===== src/rtl/cpu_pkg.sv =====
// Shared types and constants for the instruction fetch unit: FSM encoding,
// jump opcodes, the default reset PC and the pseudo-direct jump-target helper.
package cpu_pkg;

    typedef enum logic [1:0] {
        FETCH = 2'd0,
        ISSUE = 2'd1,
        HALT  = 2'd2
    } ifu_state_e;

    localparam logic [5:0]  OP_J             = 6'b000010;
    localparam logic [5:0]  OP_JAL           = 6'b000011;
    localparam logic [31:0] RESET_PC_DEFAULT = 32'h0000_0000;

    // j/jal target: keep the region bits of PC+4, splice in the word index
    function automatic logic [31:0] jump_target(input logic [31:0] pc_plus4,
                                                input logic [25:0] instr_index);
        return {pc_plus4[31:28], instr_index, 2'b00};
    endfunction

endpackage


===== src/rtl/instr_fetch_unit_if.sv =====
// Instruction-memory request/acknowledge bus between the fetch unit (master)
// and the instruction memory (slave).
interface instr_fetch_unit_if;

    logic        imem_req;
    logic [31:0] imem_addr;
    logic        imem_ack;
    logic [31:0] imem_rdata;

    modport master (
        output imem_req,
        output imem_addr,
        input  imem_ack,
        input  imem_rdata
    );

    modport slave (
        input  imem_req,
        input  imem_addr,
        output imem_ack,
        output imem_rdata
    );

endinterface


===== src/rtl/instr_fetch_unit_npc_sel.sv =====
// Next-PC selector: jr beats j/jal, which beat a taken conditional branch;
// otherwise sequential. The result is always word aligned.
module npc_sel
    import cpu_pkg::*;
(
    input  logic        jr,
    input  logic        jmp,
    input  logic        jal,
    input  logic        branch,
    input  logic        nbranch,
    input  logic        zero,
    input  logic [31:0] read_data_1,
    input  logic [31:0] addr_result,
    input  logic [31:0] opcplus4,
    input  logic [25:0] instr_index,
    output logic [31:0] next_pc
);

    logic [31:0] sel_s;

    // priority selection of the raw next-PC candidate
    always_comb begin
        sel_s = opcplus4;
        if (jr) begin
            sel_s = read_data_1;
        end else if (jmp || jal) begin
            sel_s = jump_target(opcplus4, instr_index);
        end else if ((branch && zero) || (nbranch && !zero)) begin
            sel_s = addr_result;
        end else begin
            sel_s = opcplus4;
        end
    end

    assign next_pc = {sel_s[31:2], 2'b00};

endmodule


===== src/rtl/instr_fetch_unit.sv =====
// Instruction fetch unit: FETCH -> ISSUE -> (FETCH | HALT) sequencer with PC,
// latched instruction and link value. Define IFU_TIMEOUT_EN for the fetch watchdog.
module instr_fetch_unit
    import cpu_pkg::*;
#(
    parameter logic [31:0] RESET_PC       = RESET_PC_DEFAULT,
    parameter int          TIMEOUT_CYCLES = 255
) (
    input  logic                      clock,
    input  logic                      reset,
    instr_fetch_unit_if.master        imem,
    output logic [31:0]               Instruction,
    output logic [31:0]               opcplus4,
    output logic                      instr_valid,
    input  logic                      stall,
    input  logic                      Branch,
    input  logic                      nBranch,
    input  logic                      Jmp,
    input  logic                      Jal,
    input  logic                      Jr,
    input  logic                      Zero,
    input  logic [31:0]               Addr_result,
    input  logic [31:0]               Read_data_1,
    input  logic                      halt,
    output logic                      fetch_err
);

    ifu_state_e  state_q, state_d;
    logic [31:0] pc_q, pc_d;
    logic [31:0] instr_q, instr_d;
    logic [31:0] opc4_q, opc4_d;
    logic        req_q, req_d;
    logic        valid_q, valid_d;
    logic [31:0] next_pc_s;

`ifdef IFU_TIMEOUT_EN
    localparam int CNT_W = $clog2(TIMEOUT_CYCLES + 1);
    logic [CNT_W-1:0] cnt_q, cnt_d;
    logic             err_q, err_d;
`endif

    npc_sel u_npc_sel (
        .jr          (Jr),
        .jmp         (Jmp),
        .jal         (Jal),
        .branch      (Branch),
        .nbranch     (nBranch),
        .zero        (Zero),
        .read_data_1 (Read_data_1),
        .addr_result (Addr_result),
        .opcplus4    (opc4_q),
        .instr_index (instr_q[25:0]),
        .next_pc     (next_pc_s)
    );

    // next-state and datapath update; req/valid are registered copies of the next state
    always_comb begin
        state_d = state_q;
        pc_d    = pc_q;
        instr_d = instr_q;
        opc4_d  = opc4_q;
`ifdef IFU_TIMEOUT_EN
        cnt_d   = cnt_q;
        err_d   = err_q;
`endif
        case (state_q)
            FETCH: begin
                // req_q is low only in the launch cycle right after reset
                if (req_q && imem.imem_ack) begin
                    instr_d = imem.imem_rdata;
                    opc4_d  = pc_q + 32'd4;
                    state_d = ISSUE;
`ifdef IFU_TIMEOUT_EN
                    cnt_d   = '0;
                end else if (req_q && (cnt_q == CNT_W'(TIMEOUT_CYCLES - 1))) begin
                    err_d   = 1'b1;
                    state_d = HALT;
                end else if (req_q) begin
                    cnt_d   = cnt_q + CNT_W'(1);
`endif
                end else begin
                    state_d = FETCH;
                end
            end
            ISSUE: begin
                if (!stall) begin
                    pc_d    = next_pc_s;
                    state_d = halt ? HALT : FETCH;
`ifdef IFU_TIMEOUT_EN
                    cnt_d   = '0;
`endif
                end else begin
                    state_d = ISSUE;
                end
            end
            HALT: begin
                state_d = HALT;
            end
            default: begin
                state_d = FETCH;
            end
        endcase
        req_d   = (state_d == FETCH);
        valid_d = (state_d == ISSUE);
    end

    // state and datapath registers
    always_ff @(posedge clock or negedge reset) begin
        if (!reset) begin
            state_q <= FETCH;
            pc_q    <= RESET_PC;
            instr_q <= 32'h0000_0000;
            opc4_q  <= 32'h0000_0000;
            req_q   <= 1'b0;
            valid_q <= 1'b0;
        end else begin
            state_q <= state_d;
            pc_q    <= pc_d;
            instr_q <= instr_d;
            opc4_q  <= opc4_d;
            req_q   <= req_d;
            valid_q <= valid_d;
        end
    end

`ifdef IFU_TIMEOUT_EN
    // fetch watchdog counter and sticky error flag
    always_ff @(posedge clock or negedge reset) begin
        if (!reset) begin
            cnt_q <= '0;
            err_q <= 1'b0;
        end else begin
            cnt_q <= cnt_d;
            err_q <= err_d;
        end
    end

    assign fetch_err = err_q;
`else
    assign fetch_err = 1'b0;
`endif

    assign imem.imem_req  = req_q;
    assign imem.imem_addr = pc_q;
    assign Instruction    = instr_q;
    assign opcplus4       = opc4_q;
    assign instr_valid    = valid_q;

endmodule


===== src/flat_wrapper.sv =====
// flat-port wrapper written by rule: the top's interface ports become plain ports
module instr_fetch_unit_flat import cpu_pkg::*;
#(
    parameter logic [31:0] RESET_PC       = RESET_PC_DEFAULT,
    parameter int          TIMEOUT_CYCLES = 255
)
  (clock, reset, Instruction, opcplus4, instr_valid, stall, Branch, nBranch, Jmp, Jal, Jr, Zero, Addr_result, Read_data_1, halt, fetch_err, imem_imem_req, imem_imem_addr, imem_imem_ack, imem_imem_rdata);
  instr_fetch_unit_if imem_i ();
  input  logic clock;
  input  logic reset;
  output logic [31:0] Instruction;
  output logic [31:0] opcplus4;
  output logic instr_valid;
  input  logic stall;
  input  logic Branch;
  input  logic nBranch;
  input  logic Jmp;
  input  logic Jal;
  input  logic Jr;
  input  logic Zero;
  input  logic [31:0] Addr_result;
  input  logic [31:0] Read_data_1;
  input  logic halt;
  output logic fetch_err;
  output wire logic [$bits(imem_i.imem_req)-1:0] imem_imem_req;
  output wire logic [$bits(imem_i.imem_addr)-1:0] imem_imem_addr;
  input wire logic [$bits(imem_i.imem_ack)-1:0] imem_imem_ack;
  input wire logic [$bits(imem_i.imem_rdata)-1:0] imem_imem_rdata;
  assign imem_imem_req = imem_i.imem_req;
  assign imem_imem_addr = imem_i.imem_addr;
  assign imem_i.imem_ack = imem_imem_ack;
  assign imem_i.imem_rdata = imem_imem_rdata;
  instr_fetch_unit #(.RESET_PC(RESET_PC), .TIMEOUT_CYCLES(TIMEOUT_CYCLES)) u_core (.clock(clock), .reset(reset), .imem(imem_i), .Instruction(Instruction), .opcplus4(opcplus4), .instr_valid(instr_valid), .stall(stall), .Branch(Branch), .nBranch(nBranch), .Jmp(Jmp), .Jal(Jal), .Jr(Jr), .Zero(Zero), .Addr_result(Addr_result), .Read_data_1(Read_data_1), .halt(halt), .fetch_err(fetch_err));
endmodule

===== config.mk =====
export PLATFORM = sky130hd
export DESIGN_NAME = instr_fetch_unit_flat
export DESIGN_NICKNAME = d
export VERILOG_FILES = /design/src/rtl/cpu_pkg.sv /design/src/rtl/instr_fetch_unit_if.sv /design/src/rtl/instr_fetch_unit_npc_sel.sv /design/src/rtl/instr_fetch_unit.sv /design/src/flat_wrapper.sv
export SDC_FILE = /design/constraint.sdc
export NUM_CORES = 1
export LEC_CHECK = 0
export ABC_AREA = 1
export CAP_MARGIN = 5
export CORE_AREA = 2 2 124 102
export CTS_BUF_LIST = sky130_fd_sc_hd__clkbuf_8 sky130_fd_sc_hd__clkbuf_16
export DETAILED_ROUTE_END_ITERATION = 12
export DIE_AREA = 0 0 126 104
export GPL_TIMING_DRIVEN = 0
export MAX_ROUTING_LAYER = met4
export PLACE_DENSITY_LB_ADDON = 0.08
export REMOVE_ABC_BUFFERS = 1
export SLEW_MARGIN = 20
export SYNTH_ARGS = -nofsm -noshare
export SYNTH_HDL_FRONTEND = slang
export SYNTH_HIERARCHICAL = 1
export SYNTH_SLANG_ARGS = --single-unit

===== constraint.sdc =====
create_clock -name clock -period 2.9 [get_ports clock]
set_input_delay 0.58 -clock clock [delete_from_list [all_inputs] [get_ports clock]]
set_output_delay 0.58 -clock clock [all_outputs]
set_load 0.05 [all_outputs]

; Word level (Yosys, flattened, before mapping)
; Index checks and enable logic that the tools add are counted.
[word_totals]
output_inout_bits = 99
reg_bits = 98
input_bits = 107
[classes]
mux = 7
n_reduce_logical = 10
eq_ne = 3
bitwise_logic = 1
add_sub_neg = 1
[ops]
columns = operator, count
row1 = 32-bit 2-to-1 mux, 3
row2 = 32-bit by 3-bit adder with 32-bit output (second input constant), 1
row3 = 2-bit one-hot mux with 3 select lines, 1
row4 = 2-bit by 1-bit == test with 1-bit output (second input constant), 2
row5 = 2-bit logical NOT, 2
row6 = 2-bit 2-to-1 mux, 2
row7 = 2-bit AND reduction, 2
row8 = 1-bit logical AND, 3
row9 = 2-bit == test (second input constant), 1
row10 = 1-bit logical OR, 2
row11 = 1-bit logical NOT, 1
row12 = 1-bit 2-to-1 mux, 1
row13 = 1-bit inverter, 1

; Longest topological paths before layout
[logic_depth]
ltp_word = 6
mapped_depth = 9
mapped_depth_nobuf = 9

; By module
; Netlist, hierarchy kept.
[modules_own_cells]
columns = module, cells_per_inst, n_inst, seq_area_each_um2, area_each_um2
row1 = instr_fetch_unit, 547, 1, 2502.4, 4496.8
row2 = npc_sel, 266, 1, 0.0, 1227.4

; Worst setup path after synthesis
; No wires, ideal clock.
[synth_path]
path_kind = flip-flop to flip-flop
from = register u_core.pc_q[3], in the netlist u_core/imem.imem_addr[3]
to = register u_core.opc4_q[26], in the netlist u_core/opcplus4[26]
synth_period_minus_slack_ns = 1.742
setup_ns = 0.118
t_required_ns = 2.782
path_stages_with_launch = 9
t_arrival_ns = 1.624
path_slack_ns = 1.158
cell_sequence = dfrtp_1 > ha_1 > nand2_1 > nor2_2 > nand2_2 > nor2_4 > nand3_1 > nand3_1 > nand2_1
[synth_via]
elab_chain_len = 1
[synth_rtl]
columns = item, line_no
row1 = start: declaration, instr_fetch_unit.sv:29  ; logic [31:0] pc_q, pc_d;
row2 = start signal: assignment, instr_fetch_unit.sv:118  ; pc_q <= pc_d;
row3 = 32-bit by 3-bit adder with 32-bit output, instr_fetch_unit.sv:71  ; opc4_d = pc_q + 32'd4;
row4 = end signal: assignment, instr_fetch_unit.sv:120  ; opc4_q <= opc4_d;
row5 = end: declaration, instr_fetch_unit.sv:31  ; logic [31:0] opc4_q, opc4_d;
; No other way between the ends.
; A chain may end at the register's enable or synchronous reset.

; Worst setup path after layout
[layout_path]
from = input port imem_imem_ack
to = register u_core.opc4_q[27], in the netlist u_core/opcplus4[27]
[layout_via]
elab_chain_len = 2
[layout_rtl]
columns = item, line_no
row1 = start: declaration, flat_wrapper.sv:27  ; input wire logic [$bits(imem_i.imem_ack)-1:0] imem_imem_ack;
row2 = 1-bit logical AND, instr_fetch_unit.sv:69  ; if (req_q && imem.imem_ack) begin
row3 = 2-bit AND reduction (no line), --
; No other way between the ends.

==> flow_metrics.tcl <==
set metrics [dict create \
    syn_inst 813 \
    die_w_um 126 \
    wl_per_cell_um 15.2 \
    place_inst 1130 \
    grt_pass1_vias 5501 \
    clock.fmax_mhz 374 \
    fin_crit_sh_pct 92.3 \
    cts.sinks 100 \
    areaGrowthSynthToFinish_pct 41.4 \
    reg2regPathDepth 6 \
    finalClockSkew_ps 9.72 \
    post-synth-top-area-fraction_pct 43.7 \
    use_met2_pct 41.4 \
    hold_viol_final 0 \
    crit_start "imem_imem_ack" \
    drv_slew 0 \
    p_total_w 0.00289 \
    rows 36 \
    worst_ep_required_time_ps 3180 \
    grt_overflow 0 \
    critPathCaptureType "register" \
    cts-hold-fix-buffers 0 \
    post-synth-top-count-cell "nand2_1" \
    yosys_most_used_dff "dfrtp_1" \
    yosys-top-cells-area "dfrtp_1 44%, nand2_1 16%, nand3_1 10%, a21oi_1 6.4%, inv_1 6.0%" \
    fin_cells 1146 \
    setup_slack_ps 225 \
    insertion_delay_ps 350 \
    ir_drop_uv 271 \
    start_kind "primary input" \
    use_met3_pct 5.45 \
    cts.path.max_buffers 2 \
    dp_hpwl_um 11800 \
    initial_core_util_pct 48.1 \
    cts_buffers 9 \
    vias 5841 \
    top_usage_layer "met2" \
    p_clk_share_pct 40.6 \
    cts_tree "built" \
    rr_startpoint "u_core/state_q[0]$_DFF_PN0_" \
    grt_max_degree 64 \
    drt_iter0_drc 401 \
    die-area_um2 13100 \
    grt_pass1_wl_um 28200 \
    pwr-share-comb_pct 11.3 \
    worstHoldPathType "primary input to asynchronous set/reset pin" \
    ant_nets 0 \
    wirelength_um 17400 \
    cp.arrival_ps 2960 \
    p_sw_share_pct 25.4 \
    place.port_buffers 200 \
    cts_setup_buffers 0 \
    clk_pin_slew_worst_paths_ps 70 \
    yosys_warnings 6 \
    antenna_found_initial 0 \
    slew_headroom_pct 24.1 \
    seqPwrFrac_pct 48.2 \
    worst_slew_pin_slew_ps 1140 \
    finalSetupTns_ps 0 \
    whs_ps 124 \
    use_met1_pct 38.1 \
    antennaDiodeCount 0 \
    ios 206 \
    synth.distinct_cells 26 \
    core_area_um2 11900 \
    cap_violations 0 \
    synthArstFlopShare_pct 100 \
    synth_enable_flop_cells 0 \
    path_max_fanout 53 \
    worstReg2RegEnd "u_core/opcplus4[27]$_DFFE_PN0P_" \
    dp_slack_ps -167 \
    p_per_area_nw_per_um2 357 \
    p_int_w 0.00216 \
    synth_area_leader_cell "dfrtp_1" \
    clock-root-buffer "clkbuf_16" \
    mappedNetlistArea_um2 5720 \
    htree_num_levels 3 \
    cts.repair.resized 0 \
    drc 0 \
    rsz0062_at_grt "no" \
    endpoint "u_core/opcplus4[27]$_DFFE_PN0P_" \
    vias_per_cell 5.10 \
    grt_use_total_pct 27.2 \
    finalSetupViolations 0 \
    outcome "complete, no violations" \
    avgSynthCellArea_um2 7.04 \
    netSwitchingPower_w 0.000734 \
    p_leak_nw 3.97 \
    drive_above_1_share_pct 5.94 \
    gp_congestion 0.862 \
    synth_seq_area_share_pct 43.7 \
    period_minus_slack_ps 2680 \
    path_class "primary input to register" \
    synth_commonest_cells "243 x nand2_1, 116 x nand3_1, 100 x dfrtp_1, 91 x inv_1, 82 x nor2_1" \
    rrSetupSlack_ps 340 \
    final_nets 1097 \
    fp.dieH_um 104 \
    drt-pass1-iter-count 5 \
    ys_seq_elements 100 \
]
state kept, by name, summed over array words and instances, names as in the netlist:
register	count
u_core/Instruction	32
u_core/imem.imem_req	1
u_core/opcplus4	32
u_core/imem.imem_addr	32
u_core/state_q	2
u_core/instr_valid	1
metrics by stage:
stage	cell area [um2]	util (%)
6_report	8100	68.1
3_3_place_gp	7710	64.8
4_1_cts	8100	68.1
2_1_floorplan	5520	-
3_5_place_dp	7810	65.7
5_1_grt	8100	68.1
logic make-up after synthesis:
group                    Yosys count  synth area share [%]
AO/OA/AOI/OAI                     88                  7.74
XOR/XNOR                           6                 0.918
adder cells (fa/ha/maj)            1                 0.219
buffers and inverters            134                  9.77
flip-flops                       100                  43.7
multiplexers                      11                  2.16
other                              2                 0.131
AND/OR/NAND/NOR                  471                  35.3
cell type report:
class	instances	area, um2
well taps	152	190
multi-input cells	580	2680
clock buffers	9	225
repair buffers	205	2090
inverters	93	349
flip-flops and latches	100	2500
clock inverters	7	58.8
fillers	1099	3790
cell usage in the layout (no fill, tap or decap), types with 5 or more instances in the layout:
cell / n
a21oi_1: 73
nor2_1: 82
dfrtp_1: 100
clkdlybuf4s50_1: 198
nand2_1: 243
nand3_1: 115
nand3b_1: 5
nand2_2: 7
xor2_1: 5
clkbuf_16: 9
inv_1: 90
mux2_2: 11
nor2_4: 6
o21ai_0: 13
worst min-delay path by stage:
stage	from	end	slack [ps]	cells after the start
final	reset	u_core/Instruction[7]$_DFFE_PN0P_	120	1
after detailed placement	u_core/Instruction[27]$_DFFE_PN0P_	u_core/Instruction[27]$_DFFE_PN0P_	470	2
after global routing	reset	u_core/Instruction[7]$_DFFE_PN0P_	140	1
after CTS	reset	u_core/Instruction[4]$_DFFE_PN0P_	130	1
after floorplan	reset	u_core/Instruction[0]$_DFFE_PN0P_	280	0
after global placement	u_core/Instruction[26]$_DFFE_PN0P_	u_core/Instruction[26]$_DFFE_PN0P_	470	2
layer usage:
| metal | vias up | wire, um | part of all wire, % |
|---|---|---|---|
| met5 | - | 0 | 0 |
| met4 | 0 | 160 | 0.92 |
| met3 | 15 | 1270 | 7.3 |
| met2 | 229 | 7750 | 45 |
| met1 | 2693 | 8220 | 47 |
| li1 | 2904 | - | - |
power by group through the flow:
stage,combinational (W),clock (W),sequential [W]
after floorplan,0.000111,0,0.00142
after global placement,0.000318,0,0.00142
after detailed placement,0.000325,0,0.00142
after CTS,0.000327,0.00121,0.00139
after global routing,0.000358,0.00125,0.00139
final,0.000326,0.00117,0.00139
worst max-delay path, cell delays in order:
cell and delay (ps):
clkdlybuf4s50_1 510, nand3_4 380, buf_12 350, inv_2 790
nand3_1 200, nand2_1 110
(Power assumes the default switching activity.)
==> RTL change 1 (config.mk and constraints unchanged) <==
Build with the macro `IFU_TIMEOUT_EN` defined.
--- a/src/rtl/instr_fetch_unit.sv
+++ b/src/rtl/instr_fetch_unit.sv
@@ -1,5 +1,7 @@
 // Instruction fetch unit: FETCH -> ISSUE -> (FETCH | HALT) sequencer with PC,
 // latched instruction and link value. Define IFU_TIMEOUT_EN for the fetch watchdog.
+`define IFU_TIMEOUT_EN
+
 module instr_fetch_unit
     import cpu_pkg::*;
 #(
Function: same outputs for any inputs over 4 cycles, from zero or initial values and one cycle with reset low; that may be too few to reach the edited logic, so the function may still have changed.
==> RTL change 1 against the unedited design <==
Synthesized area up 12%; fmax increased by 0.26%; setup slack improved by 6.8 ps; final area is 8.5% higher; wire length up 6.7%; via count up 9.7%; register-to-register slack better by 520 ps; sequential cell count grew 9.
Power is left out: it rests on default switching activity, and per cell area and clock period it moved more than threefold.
==> RTL change 1: results (changes against the unedited design) <==
Final Util: 0.739 (was 0.681)
Worst R2R Start: u_core/imem.imem_req (was u_core/state_q[0])
first-pass GRT wire length: 30300 um (was 28200 um)
Final GP Congestion: 0.915 (was 0.862)
root buffer cell: clkbuf_16 (unchanged)
First DRT Iteration DRCs: 387 (was 401)
run status: finished clean (unchanged)
Highest Signal Layer: met4 (unchanged)
Netlist cell types: 28 (was 26)
input/output buffers: 201 (was 200)
Clock Skews: 9.78 ps (was 9.72 ps)
ant diodes: 0 (unchanged)
H-tree Lvls: 3 (unchanged)
CP Launch Point: Jal (was imem_imem_ack)
crit-path max FO: 32 (was 53)
post-synth top area share: 0.425 (was 0.437)
Fill cells: 1017 (was 1099)
DPL Wire Length: 12600 um (was 11800 um)
Bufs on Longest Clock Path: 2 (unchanged)
CP delay by family, top: buffers and inverters (unchanged)
DP Area: 8480 um^2 (was 7810 um^2)
Slew HR: 0.257 (was 0.241)
Final ANT Viol Nets: 0 (unchanged)
FFs w/ async S/R, synth: 1.00 (unchanged)
min-delay worst type: in -> async (unchanged)
CTS resizes: 0 (unchanged)
DR WL met2: 8430 um (was 7750 um)
cts bufs inserted: 9 (unchanged)
largest net degree at the start of global routing: 75 (was 64)
gr usage total: 0.291 (was 0.272)
drt pass-1 iters: 5 (unchanged)
metal3 WL: 1360 um (was 1270 um)
initial antenna violation count: 0 (unchanged)
# DRC: 0 (unchanged)
vias in the first global route: 6101 (was 5501)
critical path arrival: 2900 ps (was 2960 ps)
WL met1: 8510 um (was 8220 um)
layout cells sized above 1: 0.0690 (was 0.0594)
Final #Nets: 1178 (was 1097)
Slowest Stage Delay on Critical Path: 710 ps (was 790 ps)
setup bufs post-CTS: 0 (unchanged)
highest-delay cell along the critical path: nor2_4 (was inv_2)
Post-synth top cells: 289 x nand2_1, 109 x dfrtp_1, 108 x nand3_1 (was 243 x nand2_1, 116 x nand3_1, 100 x dfrtp_1)
register clock-pin slew on the reported worst setup and hold paths: 70 ps (about the same)
top cells by area, synth: dfrtp_1 42%, nand2_1 17%, nand3_1 8.4%, inv_1 5.6%, a21oi_1 5.1% (was dfrtp_1 44%, nand2_1 16%, nand3_1 10%, a21oi_1 6.4%, inv_1 6.0%)
synth warn: 6 (unchanged)
Seq/Total Area, Yosys: 0.425 (was 0.437)
Via density: 5.23 (was 5.10)
Avg WL per Cell: 15.2 um (about the same)
worst skew pair latency: 350 ps (about the same)
RTL change 1: changes by cell type after synthesis, sizes merged, moves of 5 or more:
cell   unedited run  this run
nand3           116       108
a21oi            73        66
nand2           251       302
inv              93       100
nor2             92        97
xor2              5        12
dfrtp           100       109
mux2             11        19
o21ai            13        20
RTL change 1: area by class of cell:
class	count	area share
Timing Repair Buffer	204	0.238
Sequential cell	109	0.310
Clock inverter	5	0.00584
Clock buffer	11	0.0288
Inverter	100	0.0430
Multi-Input combinational cell	644	0.353
Tap cell	152	0.0216
RTL change 1: cells by family after synthesis:
group	share of synthesized area
xor gates and xnor gates	0.0204
adders and majority gates	0.00584
DFF	0.425
muxes	0.0333
other	0.000584
and+or+nand+nor	0.349
buffers and inverters	0.0954
AOI/OAI and AO/OA	0.0711
RTL change 1: per-stage QoR:
step	cells	TNS (ps)	hold slack [ps]	worst slack, ps
4_1_cts	1225	0	213	315
5_1_grt	1225	0	218	138
2_1_floorplan	853	-9670	284	-239
3_5_place_dp	1209	-368	459	-54.1
3_3_place_gp	1206	-492670	455	-3030
6_report	1225	0	191	232
RTL change 1: worst paths after layout:
path | end | slack (ps) | depth (start not counted)
min in group clock | u_core/Instruction[30] | 470 | 2
max in group asynchronous | u_core/Instruction[17] | 2040 | 2
min | u_core/Instruction[29] | 190 | 1
min reg2reg | u_core/Instruction[30] | 470 | 2
max | u_core/imem.imem_addr[4] | 230 | 6
max reg2reg | u_core/opcplus4[9] | 860 | 5
RTL change 1: per-layer routing:
metal  global-route usage  vias up
li1                     -     3148
met1                0.408     2969
met2                0.449      268
met3               0.0417       24
met4               0.0761        0
met5                    -        -
RTL change 1: worst reg2reg max path, cell delays in order (launching register included):
cell and delay (ps):
dfrtp_1 440, nand2_1 150, nor2_4 500, inv_4 450, nand2_1 210, o21ai_0 120
==> RTL change 2 (same settings) <==
Without the edit above. Re-encode `ifu_state_e` (3 states) as one-hot, 3 bits wide.
--- a/src/rtl/cpu_pkg.sv
+++ b/src/rtl/cpu_pkg.sv
@@ -2,10 +2,10 @@
 // jump opcodes, the default reset PC and the pseudo-direct jump-target helper.
 package cpu_pkg;
 
-    typedef enum logic [1:0] {
-        FETCH = 2'd0,
-        ISSUE = 2'd1,
-        HALT  = 2'd2
+    typedef enum logic [2:0] {
+        FETCH = 3'b001,
+        ISSUE = 3'b010,
+        HALT  = 3'b100
     } ifu_state_e;
 
     localparam logic [5:0]  OP_J             = 6'b000010;
Check against the original RTL: no difference found for any inputs over 4 cycles, from zero or initial values and one cycle with reset low; so few cycles prove little.
==> RTL change 2 against the unedited design <==
Total power up 9.9%; synthesized area up 3.5%; sequential cell count up 1; via count about the same; sequential share of layout area down 0.37 points; final area up 2.3%; worst hold slack worse by 38 ps; wire length up 0.71%; setup slack better by 58 ps; largest cell class unchanged; largest power group is now the clock network.
==> RTL change 2: results (changes against the unedited design) <==
run status: finished clean (unchanged)
Post-Synthesis Cells: 817 (was 813)
Slowest Stage Delay on Critical Path: 680 ps (was 790 ps)
Global Route met3 Usage: 0.0520 (was 0.0545)
Sw Share: 0.217 (was 0.254)
Fin Hold WS: 86.1 ps (was 124 ps)
Logic pwr share: 0.103 (was 0.113)
largest net degree at the start of global routing: 77 (was 64)
Avg WL per Cell: 15.3 um (was 15.2 um)
peak supply drop: 0.276 mV (was 0.271 mV)
Worst R2R Start: u_core/state_q[0] (unchanged)
met2 Use GR: 0.428 (was 0.414)
crit-path max FO: 32 (was 53)
Post-synth top cells: 243 x nand2_1, 116 x nand3_1, 100 x dfrtp_1 (unchanged)
Final GP Congestion: 0.842 (was 0.862)
vias in the first global route: 5632 (was 5501)
WL met1: 8010 um (was 8220 um)
total net switching power: 691 uW (was 734 uW)
Netlist cell types: 35 (was 26)
DR WL met2: 8060 um (was 7750 um)
DPL Wire Length: 11900 um (was 11800 um)
Slew @ Worst Pin: 1080 ps (was 1140 ps)
DP Area: 7920 um^2 (was 7810 um^2)
first-pass GRT wire length: 28200 um (about the same)
gr usage total: 0.274 (was 0.272)
Seq/Total Area, Yosys: 0.427 (was 0.437)
grt met1 use: 0.374 (was 0.381)
Via density: 5.09 (was 5.10)
## RTL change 2: cell types whose count changed after synthesis, sizes merged, moves of 2 or more
cell    change
nor2        +2
buf         +4
mux2        +2
clkbuf      -5
o21ai       -2
## RTL change 2: layout make-up
type	count	area, um^2	share of cell area
clock inverter	4	93.8	0.0113
clock buffer	12	267	0.0322
sequential	101	2530	0.305
timing repair buffer	202	2050	0.248
inverter	92	345	0.0417
tap	152	190	0.0230
multi-input combinational	585	2800	0.339
## RTL change 2: cells by family (layout without fill, tap and decap cells)
family / count (synthesis) / in the layout / synth area share
AND/OR/NAND/NOR: 475 / 475 / 0.351
buffers and inverters: 132 / 310 / 0.104
flip-flops: 101 / 101 / 0.427
AO/OA/AOI/OAI: 87 / 87 / 0.0743
multiplexers: 13 / 13 / 0.0317
XOR/XNOR: 6 / 6 / 0.00887
other: 2 / 3 / 0.00127
adder cells (fa/ha/maj): 1 / 1 / 0.00211
